==> src/rtl/fwd_sel_unit.sv <==
// Operand-forwarding select and load-use stall unit for the EX-stage muxes of a 5-stage core.
// Build option: define FWD_SEL_FORWARDING_EN for forwarding; otherwise every RAW hazard stalls.
module fwd_sel_unit #(
   parameter int REG_ADDR_W = 5,
   parameter int CNT_W      = 16
) (
   input  logic                  clk_i,
   input  logic                  rst_ni,
   input  logic                  id_valid_i,
   input  logic [REG_ADDR_W-1:0] id_rs1_i,
   input  logic [REG_ADDR_W-1:0] id_rs2_i,
   input  logic                  id_use_rs1_i,
   input  logic                  id_use_rs2_i,
   input  logic [REG_ADDR_W-1:0] id_rd_i,
   input  logic                  id_reg_write_i,
   input  logic                  id_mem_read_i,
   input  logic                  flush_i,
   output logic [1:0]            sel_a_o,
   output logic [1:0]            sel_b_o,
   output logic                  stall_o,
   output logic [CNT_W-1:0]      stall_cnt_o
);

   typedef enum logic [1:0] {
      SEL_RF  = 2'b00,
      SEL_MEM = 2'b01,
      SEL_WB  = 2'b10
   } sel_e;

   logic [REG_ADDR_W-1:0] ex_rd_q, ex_rd_d, mem_rd_q;
   logic                  ex_wr_q, ex_wr_d, ex_ld_q, ex_ld_d, mem_wr_q;
   logic [CNT_W-1:0]      stall_cnt_q, stall_cnt_d;
   logic                  bubble;
   logic                  a_ex, a_mem, b_ex, b_mem;

   // A source matches a producer only if it is really read and is not x0.
   assign a_ex  = id_use_rs1_i && (id_rs1_i != '0) && ex_wr_q  && (ex_rd_q  == id_rs1_i);
   assign a_mem = id_use_rs1_i && (id_rs1_i != '0) && mem_wr_q && (mem_rd_q == id_rs1_i);
   assign b_ex  = id_use_rs2_i && (id_rs2_i != '0) && ex_wr_q  && (ex_rd_q  == id_rs2_i);
   assign b_mem = id_use_rs2_i && (id_rs2_i != '0) && mem_wr_q && (mem_rd_q == id_rs2_i);

`ifdef FWD_SEL_FORWARDING_EN
   sel_e sel_a_q, sel_a_d, sel_b_q, sel_b_d;

   assign stall_o = id_valid_i && !flush_i && ex_ld_q && (a_ex || b_ex);

   // The newest producer wins: a result still in EX now will be in MEM next cycle.
   always_comb begin
      sel_a_d = SEL_RF;
      sel_b_d = SEL_RF;
      if (!bubble) begin
         if (a_ex)       sel_a_d = SEL_MEM;
         else if (a_mem) sel_a_d = SEL_WB;
         if (b_ex)       sel_b_d = SEL_MEM;
         else if (b_mem) sel_b_d = SEL_WB;
      end
   end

   always_ff @(posedge clk_i) begin
      if (!rst_ni) begin
         sel_a_q <= SEL_RF;
         sel_b_q <= SEL_RF;
      end else begin
         sel_a_q <= sel_a_d;
         sel_b_q <= sel_b_d;
      end
   end

   assign sel_a_o = sel_a_q;
   assign sel_b_o = sel_b_q;
`else
   logic unused_ex_ld;

   assign stall_o      = id_valid_i && !flush_i && (a_ex || a_mem || b_ex || b_mem);
   assign sel_a_o      = SEL_RF;
   assign sel_b_o      = SEL_RF;
   assign unused_ex_ld = ex_ld_q;
`endif

   assign bubble = stall_o || flush_i;

   // NOTE: every variable gets a default first so this block cannot infer a latch.
   always_comb begin
      ex_rd_d     = id_rd_i;
      ex_wr_d     = id_valid_i && id_reg_write_i;
      ex_ld_d     = id_valid_i && id_mem_read_i;
      stall_cnt_d = stall_cnt_q;
      if (bubble) begin
         ex_rd_d = '0;
         ex_wr_d = 1'b0;
         ex_ld_d = 1'b0;
      end
      if (stall_o && (stall_cnt_q != '1)) stall_cnt_d = stall_cnt_q + CNT_W'(1);
   end

   // NOTE: state updates use non-blocking assignments so all registers see pre-edge values.
   always_ff @(posedge clk_i) begin
      if (!rst_ni) begin
         ex_rd_q     <= '0;
         ex_wr_q     <= 1'b0;
         ex_ld_q     <= 1'b0;
         mem_rd_q    <= '0;
         mem_wr_q    <= 1'b0;
         stall_cnt_q <= '0;
      end else begin
         ex_rd_q     <= ex_rd_d;
         ex_wr_q     <= ex_wr_d;
         ex_ld_q     <= ex_ld_d;
         mem_rd_q    <= ex_rd_q;
         mem_wr_q    <= ex_wr_q;
         stall_cnt_q <= stall_cnt_d;
      end
   end

   assign stall_cnt_o = stall_cnt_q;

endmodule

==> config.mk <==
export PLATFORM = sky130hd
export DESIGN_NAME = fwd_sel_unit
export DESIGN_NICKNAME = d
export VERILOG_FILES = /design/src/rtl/fwd_sel_unit.sv
export SDC_FILE = /design/constraint.sdc
export NUM_CORES = 1
export LEC_CHECK = 0
export ABC_CLOCK_PERIOD_IN_PS = 3400
export CORE_MARGIN = 5
export CORE_UTILIZATION = 47
export CTS_BUF_LIST = sky130_fd_sc_hd__clkbuf_8 sky130_fd_sc_hd__clkbuf_16
export DETAILED_ROUTE_END_ITERATION = 7
export PLACE_DENSITY = 0.79
export RECOVER_POWER = 50
export SYNTH_ARGS = -nofsm -noshare
export SYNTH_HDL_FRONTEND = slang
export SYNTH_SLANG_ARGS = --single-unit
export TNS_END_PERCENT = 5
==> constraint.sdc <==
create_clock -name clk_i -period 3.4 [get_ports clk_i]
set_input_delay 1.02 -clock clk_i [delete_from_list [all_inputs] [get_ports clk_i]]
set_output_delay 1.02 -clock clk_i [all_outputs]
set_load 0.02 [all_outputs]
==> results of run 1 <==
==> final timing paths <==
kind	end	slack, ps	cells past startpoint	from
worst max-delay path	stall_o	60	6	id_rs2_i[1]
worst min-delay path	stall_cnt_o[15]$_SDFFE_PN0P_	490	2	stall_cnt_o[15]$_SDFFE_PN0P_
worst max register to register	ex_rd_q[4]$_SDFF_PP0_	1000	14	ex_rd_q[4]$_SDFF_PP0_
worst min register to register	stall_cnt_o[15]$_SDFFE_PN0P_	490	2	stall_cnt_o[15]$_SDFFE_PN0P_
==> tightest hold or removal path: stages, from the launching register on <==
cell and delay [ps]:
dfxtp_1 340, nand2_1 60, mux2i_1 50
==> synthesized netlist by cell type, types with 2 or more instances <==
| master | count |
|---|---|
| or4_1 | 10 |
| nand4_1 | 7 |
| nor4_1 | 4 |
| buf_2 | 2 |
| mux2i_1 | 4 |
| nand2_1 | 16 |
| a21oi_1 | 12 |
| and4_1 | 2 |
| inv_1 | 7 |
| o311a_1 | 2 |
| nand2b_1 | 4 |
| dfxtp_1 | 28 |
| nand3_1 | 6 |
| and2_1 | 8 |
| o22ai_1 | 2 |
| o21ai_0 | 4 |
| or3_1 | 4 |
| nor2_1 | 7 |
| buf_4 | 4 |
| xnor2_1 | 20 |
| clkbuf_1 | 3 |
| and3_1 | 3 |
| o31ai_1 | 9 |
==> state kept, by name, summed over array words and instances (netlist names) <==
register	flops
ex_rd_q	5
ex_wr_q	1
mem_rd_q	5
mem_wr_q	1
stall_cnt_o	16
==> area by class of cell <==
| cell class | instances | area share [%] |
|---|---|---|
| clock buffer | 4 | 2.60 |
| multi-input combinational | 133 | 42.2 |
| inverter | 8 | 1.53 |
| tap | 44 | 2.60 |
| sequential | 28 | 26.4 |
| timing repair buffer | 56 | 24.6 |
==> cells in the final DEF, fill, tap and decap left out, types with 5 or more instances in the layout <==
master | Yosys | routed
buf_4 | 4 | 17
dlygate4sd3_1 | 0 | 17
xnor2_1 | 20 | 20
clkdlybuf4s50_1 | 0 | 10
nand3_1 | 6 | 6
nand4_1 | 7 | 7
dfxtp_1 | 28 | 28
clkdlybuf4s15_1 | 0 | 5
inv_1 | 7 | 7
a21oi_1 | 12 | 12
o31ai_1 | 9 | 9
nand2_1 | 16 | 16
nor2_1 | 7 | 7
and2_1 | 8 | 6
or4_1 | 10 | 10
==> timing repair <==
item / 4_1_cts / 5_1_grt
gates resized for setup: 19 / 7
endpoints found under the hold margin: 0 / 0
setup buffers: 6 / 0
endpoints found under the setup margin: 1 / 6
pin swaps: 6 / 9
==> where the power goes <==
| group | switching [mW] | internal (mW) |
|---|---|---|
| Sequential | 0.00462 | 0.332 |
| Combinational | 0.0338 | 0.0433 |
| Clock | 0.101 | 0.104 |
==> cells by family (layout without fill, tap and decap cells) <==
logic type	after synthesis	after routing
simple gates	74	74
compound gates	30	30
flops	28	28
xor+xnor	20	20
buf+inv	18	68
mux	4	4
fa+ha+maj	1	1
other cells	1	4
==> per-layer routing <==
layer | wire, um | track usage (%) | part of all wire [%] | vias up
met5 | 0 | 0 | 0 | -
met4 | 51 | 6.09 | 1.3 | 0
met3 | 170 | 2.87 | 4.4 | 6
met2 | 2000 | 33.8 | 52 | 41
met1 | 1620 | 20.3 | 42 | 700
li1 | - | - | - | 735
==> results.yml, run 1 <==
outcome:
  status: "finished, final reports clean"
synthesis:
  synth_warnings: 0
  synth_seq_cells: 28
  synth_top_area_share_pct: 37.2
  postSynth.asyncResetShare_pct: 0
  synth_edf_count: 0
  ys.flop_type: "dfxtp_1"
  synthSimpleGateAreaFrac_pct: 27.8
  synth_top_family_by_area: "simple AND/OR/NAND/NOR gates"
  yosys-top-cells-area: "dfxtp_1, xnor2_1, or4_1"
  yosys.cell_types.count: 31
  synth-xor-area-share_pct: 11.6
  ys_seq_area_share_pct: 37.2
  avgSynthCellArea_um2: 8.57
  synth.area.mux_share_pct: 2.66
  syn_inst: 176
  yosysTopAreaCell: "dfxtp_1"
  synth_fa_ha_area_share_pct: 0.830
  synth_compound_area_share_pct: 13.4
  synth_area_mm2: 0.00151
pwr:
  p_per_area_mw_per_mm2: 292
  peakVddDrop_mv: 0.168
  power.leakage_nw: 0.851
  p_total_mw: 0.619
timing:
  worstMarginPinSlew_ps: 700
  rsz0062_at_grt: "false"
  fmax_mhz: 299
  fin_skew_ps: 3.52
  finalSetupViolCount: 0
  hold_viol: 0
  post-route-period-util_pct: 98.4
  post-route-min-period_ps: 3340
  maxSlewHeadroom_pct: 53.4
  timing.hold.ws_ps: 491
  drv_slew: 0
  tns_ps: 0
  setup_ws_ps: 55.3
global_routing:
  grt_start_max_net_pins: 28
  grt_pass1_vias: 1425
  antenna_found_initial: 0
  grt-ovfl-total: 0
  grt_pass1_wl_um: 6160
  grt_usage_pct: 18.0
critical_path:
  crit_required_ps: 2380
  path_cells: "clkdlybuf4s15_1 > or3_1 > o311a_1 > a22oi_4 > inv_4 > buf_6"
  crit_buf_inv: 3
  worstPathMaxFanout: 2
  critPathTopFamily: "compound AO/OA/AOI/OAI gates"
  worstPathArrival_ps: 2320
  slowest_stage: "or3_1"
  slowest_delay_ps: 380
  worstSetupPathType: "input port to output pin"
  crit_path_start_kind: "input port"
  cp-end-kind: "output pin"
routing:
  num_vias: 1482
  drt_first_pass_iters: 4
  wl_per_cell_um: 14.1
  drt-initial-drc-count: 99
  wirelength_um: 3840
  viasPerCell: 5.43
  ant_nets: 0
  drc_errors: 0
floorplan:
  die_area_mm2: 0.00444
  fp.dieH_um: 66.6
  die_w_um: 66.6
  ios: 44
  initial_utilization_pct: 49.0
  rows: 20
  core-area_mm2: 0.00308
final_layout:
  fin_nets: 254
  antennaDiodeCount: 0
  drive_gt1_share_pct: 13.1
  final_cell_area_mm2: 0.00212
  ff_latch_area_um2: 561
  final_cells: 273
  syn2layout_area_growth_pct: 40.6
  utilization_pct: 68.9
  multi_input_area_um2: 895
  nFillCells: 253
placement:
  port_buffers: 38
  post_dp_cell_area_mm2: 0.00198
  dp_cells: 263
  preCtsSetupSlack_ps: -626
  globalplace.congestion: 0.823
clock_network:
  cts-root-buf: "clkbuf_8"
  htreeDepth: 1
  cts_buffer_depth: 2
  cts_buffers: 3
  ctsHoldBuffers: 0
  cts.sinks: 28
  cts_tree: "built"
  insertion_delay_ps: 280
  clk_pin_slew_ps: 90
job:
  maxCapViolCount: 0
hold_path:
  hold_path.class: "register to register"
Note: power is estimated with default switching activity, not from simulation.
==> inputs of run 2 (changes only) <==
--- a/config.mk
+++ b/config.mk
@@ -7,10 +7,10 @@
 export LEC_CHECK = 0
 export ABC_CLOCK_PERIOD_IN_PS = 3400
 export CORE_MARGIN = 5
-export CORE_UTILIZATION = 47
-export CTS_BUF_LIST = sky130_fd_sc_hd__clkbuf_8 sky130_fd_sc_hd__clkbuf_16
+export CORE_UTILIZATION = 49
+export CTS_BUF_LIST = sky130_fd_sc_hd__clkbuf_8
 export DETAILED_ROUTE_END_ITERATION = 7
-export PLACE_DENSITY = 0.79
+export PLACE_DENSITY = 0.82
 export RECOVER_POWER = 50
 export SYNTH_ARGS = -nofsm -noshare
 export SYNTH_HDL_FRONTEND = slang
==> run 2 against run 1 <==
Register-to-register slack improved by 380 ps. Critical path depth unchanged. Clock skew up 7.7 ps.
==> results.yml, run 2 (synthesis results as in run 1) <==
outcome:
  status: "finished, final reports clean"
final_layout:
  utilization_pct: 68.3
  most-common-layout-cells: "dfxtp_1, xnor2_1, nand2_1, dlygate4sd3_1, buf_4"
  antennaDiodeCount: 0
  drive_gt1_share_pct: 11.1
  syn2layout_area_growth_pct: 36.0
  final_cell_area_mm2: 0.00205
  fin_nets: 250
  final_common_cell: "dfxtp_1"
  largest_reg_flops: 16
placement:
  port_buffers: 38
  globalplace.congestion: 0.817
  dp_hpwl_um: 2810
  preCtsSetupSlack_ps: -627
  post_dp_cell_area_mm2: 0.00198
routing:
  drc_errors: 0
  viasPerCell: 5.63
  wirelength_um: 3620
  num_vias: 1452
  drt_first_pass_iters: 4
  wl_per_cell_um: 14.0
  ant_nets: 0
  drt-initial-drc-count: 136
timing:
  maxSlewHeadroom_pct: 57.4
  fin_skew_ps: 11.2
  worstMarginPinSlew_ps: 639
  fmax_mhz: 298
  finalSetupViolCount: 0
  hold_viol: 0
  rsz0062_at_grt: "false"
  post-route-period-util_pct: 98.7
  post-route-min-period_ps: 3360
  drv_slew: 0
  tns_ps: 0
  setup_ws_ps: 43.6
global_routing:
  met3_usage_pct: 3.25
  gr-max-usage-layer: "met2"
  grt_pass1_vias: 1314
  grtUsageMet2_pct: 30.0
  grt_pass1_wl_um: 5730
  grt_start_max_net_pins: 28
  antenna_found_initial: 0
  grt-ovfl-total: 0
  grtUsageMet1_pct: 20.4
  grt_usage_pct: 16.7
clock_network:
  cts_tree: "built"
  cts-root-buf: "clkbuf_8"
  cts.sinks: 28
  cts_buffers: 3
  ctsHoldBuffers: 0
  cts_buffer_depth: 2
  htreeDepth: 1
  clk_pin_slew_ps: 100
  insertion_delay_ps: 280
floorplan:
  ios: 44
  core-area_mm2: 0.00300
  fp.dieH_um: 65.5
  die_w_um: 65.5
  initial_utilization_pct: 50.2
  die_area_mm2: 0.00429
  rows: 20
job:
  maxCapViolCount: 0
critical_path:
  slowest_delay_ps: 390
  crit_path_start_kind: "input port"
  worstSetupPathType: "input port to output pin"
  worstPathArrival_ps: 2340
  worstPathMaxFanout: 3
  crit_required_ps: 2380
  cp-end-kind: "output pin"
  slowest_stage: "o311a_1"
  path_cells: "clkdlybuf4s15_1 > or3_1 > o311a_1 > a22oi_4 > inv_4 > buf_6"
pwr:
  p_total_mw: 0.615
  p_per_area_mw_per_mm2: 300
  power.leakage_nw: 0.808
  peakVddDrop_mv: 0.291
hold_path:
  hold_path.class: "register to register"
==> run 2: changes by cell type in the layout (fill, tap and decap cells not counted), moves of 2 or more <==
| cell | change |
|---|---|
| clkdlybuf4s50_1 | +2 |
| and2_1 | +2 |
| buf_4 | -4 |
| and2_0 | -2 |
| clkdlybuf4s15_1 | -2 |
==> run 2: final timing paths <==
check                              start                           to  slack, ps  cells after the start
max                          id_rs2_i[2]                      stall_o         40                      6
min                   ex_wr_q$_SDFF_PP0_          mem_wr_q$_SDFF_PN0_        480                      1
max reg2reg  stall_cnt_o[2]$_SDFFE_PN0P_  stall_cnt_o[8]$_SDFFE_PN0P_       1380                      6
min reg2reg           ex_wr_q$_SDFF_PP0_          mem_wr_q$_SDFF_PN0_        480                      1
==> run 2: critical path, delay by kind of cell <==
kind / cells / cell delay (ps)
buf+inv: 3 / 390
compound gates: 2 / 610
simple gates: 1 / 330
==> run 2: repair_timing <==
action                     CTS  global route
setup endpoints to repair    1             1
buffers inserted             1             0
pin swaps                    5             5
gates resized for setup     21             4
==> run 2: layout make-up <==
class | instances | area (um2)
inverters | 8 | 32.5
flip-flops and latches | 28 | 561
fillers | 259 | 952
well taps | 33 | 41.3
multi-input cells | 133 | 876
clock buffers | 4 | 55.1
repair buffers | 52 | 485
==> run 2: through the flow <==
| stage | hold WS, ps | std cells |
|---|---|---|
| global route | 504 | 258 |
| floorplan | 452 | 179 |
| CTS | 487 | 258 |
| detailed placement | 482 | 253 |
| finish | 484 | 258 |
| global placement | 467 | 253 |
==> run 2: report_power, final <==
| group | total, mW | switching (mW) | internal (mW) |
|---|---|---|---|
| clock network | 0.203 | 0.0993 | 0.104 |
| registers | 0.337 | 0.00439 | 0.332 |
| logic | 0.0754 | 0.0318 | 0.0436 |
| total | 0.615 | 0.136 | 0.480 |
==> run 2: per-layer routing <==
layer / vias to the layer above / part of all wire [%]
met1: 680 / 44
met4: 0 / 0.94
met3: 5 / 4.6
met2: 45 / 51
li1: 722 / -
met5: - / 0
==> inputs of run 3 (changes only) <==
--- a/config.mk
+++ b/config.mk
@@ -6,12 +6,14 @@
 export NUM_CORES = 1
 export LEC_CHECK = 0
 export ABC_CLOCK_PERIOD_IN_PS = 3400
+export CELL_PAD_IN_SITES_DETAIL_PLACEMENT = 2
+export CELL_PAD_IN_SITES_GLOBAL_PLACEMENT = 2
 export CORE_MARGIN = 5
-export CORE_UTILIZATION = 49
+export CORE_UTILIZATION = 28
 export CTS_BUF_LIST = sky130_fd_sc_hd__clkbuf_8
 export DETAILED_ROUTE_END_ITERATION = 7
-export PLACE_DENSITY = 0.82
-export RECOVER_POWER = 50
+export PLACE_DENSITY_LB_ADDON = 0.1
+export RECOVER_POWER = 25
 export SYNTH_ARGS = -nofsm -noshare
 export SYNTH_HDL_FRONTEND = slang
 export SYNTH_SLANG_ARGS = --single-unit
==> run 3 against run 2 <==
Register-to-register slack got worse by 170 ps. Final cell count increased by 13%. Final area is 1.2% higher. Critical path type unchanged. Largest cell class unchanged. Largest power group unchanged.
==> results.yml, run 3 (synthesis results as in run 1) <==
routing:
  drt_first_pass_iters: 4
  wirelength_um: 4990
  viasPerCell: 5.04
  wl_per_cell_um: 17.2
  drt-initial-drc-count: 56
  ant_nets: 0
  num_vias: 1467
  drc_errors: 0
clock_network:
  cts_buffer_depth: 2
  htreeDepth: 1
  insertion_delay_ps: 280
  cts-root-buf: "clkbuf_8"
  cts_tree: "built"
  cts.sinks: 28
  cts_buffers: 3
  ctsHoldBuffers: 0
  clk_pin_slew_ps: 100
critical_path:
  critPathTopFamily: "compound AO/OA/AOI/OAI gates"
  worstPathArrival_ps: 2330
  r2r-start: "ex_rd_q[4]$_SDFF_PP0_"
  r2r_cells: 7
  path_cells: "dlygate4sd2_1 > or3_1 > o311a_1 > a22oi_4 > inv_4 > buf_6"
  crit_path_start_kind: "input port"
  crit_buf_inv: 3
  crit_cells: 6
  worstSetupPathType: "input port to output pin"
  r2r-end: "stall_cnt_o[15]$_SDFFE_PN0P_"
  slowest_stage: "o311a_1"
  reg2reg_slack_ps: 1210
  slowest_delay_ps: 390
  crit_required_ps: 2380
  cp-end-kind: "output pin"
  worstPathMaxFanout: 2
final_layout:
  most-common-layout-cells: "dfxtp_1, clkdlybuf4s50_1, xnor2_1"
  final_common_cell: "dfxtp_1"
  final_cells: 291
  syn2layout_area_growth_pct: 37.6
  fin_nets: 246
  antennaDiodeCount: 0
  drive_gt1_share_pct: 12.2
  largest_reg_flops: 16
  final_cell_area_mm2: 0.00207
timing:
  fin_skew_ps: 4.59
  worstMarginPinSlew_ps: 595
  fmax_mhz: 299
  post-route-min-period_ps: 3350
  finalSetupViolCount: 0
  rsz0062_at_grt: "false"
  drv_slew: 0
  post-route-period-util_pct: 98.5
  hold_viol: 0
  maxSlewHeadroom_pct: 60.3
pwr:
  p_int_mw: 0.478
  power.switching_mw: 0.151
  p_per_area_mw_per_mm2: 303
  pwr-share-comb_pct: 12.2
  switching_share_pct: 24.0
  peakVddDrop_mv: 0.142
  power.leakage_nw: 0.751
  p_clk_share_pct: 34.1
  power_frac_seq_pct: 53.7
floorplan:
  ios: 44
  rows: 26
  core-area_mm2: 0.00517
  initial_utilization_pct: 29.1
  die_area_mm2: 0.00695
  die_w_um: 83.4
  fp.dieH_um: 83.4
placement:
  dp_cells: 286
  post_dp_cell_area_mm2: 0.00200
  port_buffers: 38
  globalplace.congestion: 0.870
  dp_hpwl_um: 3810
outcome:
  status: "finished, final reports clean"
global_routing:
  grt_usage_pct: 14.7
  antenna_found_initial: 0
  grt_pass1_wl_um: 8310
  grt_pass1_vias: 1622
  grt-ovfl-total: 0
  grt_start_max_net_pins: 28
hold_path:
  min_to: "mem_wr_q$_SDFF_PN0_"
  min_path_cells: 1
  hold_path.startpoint: "ex_wr_q$_SDFF_PP0_"
  hold_path.class: "register to register"
job:
  maxCapViolCount: 0
-- run 3: cell type report --
cell class	count	area (um2)
Fill cell	587	3100
Multi-Input combinational cell	133	905
Sequential cell	28	561
Timing Repair Buffer	48	434
Tap cell	70	87.6
Clock buffer	4	55.1
Inverter	8	32.5
-- run 3: per-stage QoR --
step | power, mW | hold WS [ps] | setup TNS, ps | util, % | worst slack [ps]
4_1_cts | 0.642 | 500 | 0 | 39.9 | 3.41
5_1_grt | 0.657 | 527 | 0 | 40.1 | 1.81
3_5_place_dp | 0.424 | 499 | -968 | 38.6 | -720
2_1_floorplan | 0.381 | 452 | 0 | - | 195
6_report | 0.628 | 505 | 0 | 40.1 | 51.5
3_3_place_gp | 0.420 | 475 | -643 | 38.6 | -643
-- run 3: worst register-to-register path, cell delays in order (launching register included) --
cell,delay [ps]
dfxtp_1,450
xnor2_1,150
nand4_1,190
o22ai_2,250
a22oi_4,120
buf_4,230
nor4_1,500
mux2i_1,240
-- run 3: repair_timing --
action	4_1_cts	5_1_grt
setup buffers	1	0
gates resized for setup	31	3
pin swaps	6	2
setup endpoints to repair	1	1
-- run 3: layer usage --
| metal | vias to the layer above | global-route usage (%) | wire (um) |
|---|---|---|---|
| li1 | 713 | - | - |
| met1 | 722 | 17.9 | 2240 |
| met2 | 25 | 25.4 | 2530 |
| met3 | 7 | 2.87 | 119 |
| met4 | 0 | 5.50 | 103 |
| met5 | - | 0 | 0 |
-- run 3: power groups by stage --
stage	clock, mW	sequential (mW)	combinational (mW)
final	0.214	0.338	0.0764
after CTS	0.227	0.338	0.0773
after floorplan	0	0.343	0.0374
after global placement	0	0.345	0.0747
after detailed placement	0	0.345	0.0783
after global routing	0.235	0.339	0.0831
-- run 3: worst max-delay path by stage --
stage,start,end,slack (ps)
after global routing,id_rs1_i[0],stall_o,2
after CTS,id_rs1_i[0],stall_o,3
final,id_rs1_i[0],stall_o,50
after detailed placement,id_rs2_i[1],stall_o,-720
after global placement,id_rs2_i[1],stall_o,-640
after floorplan,id_rs2_i[0],stall_o,190
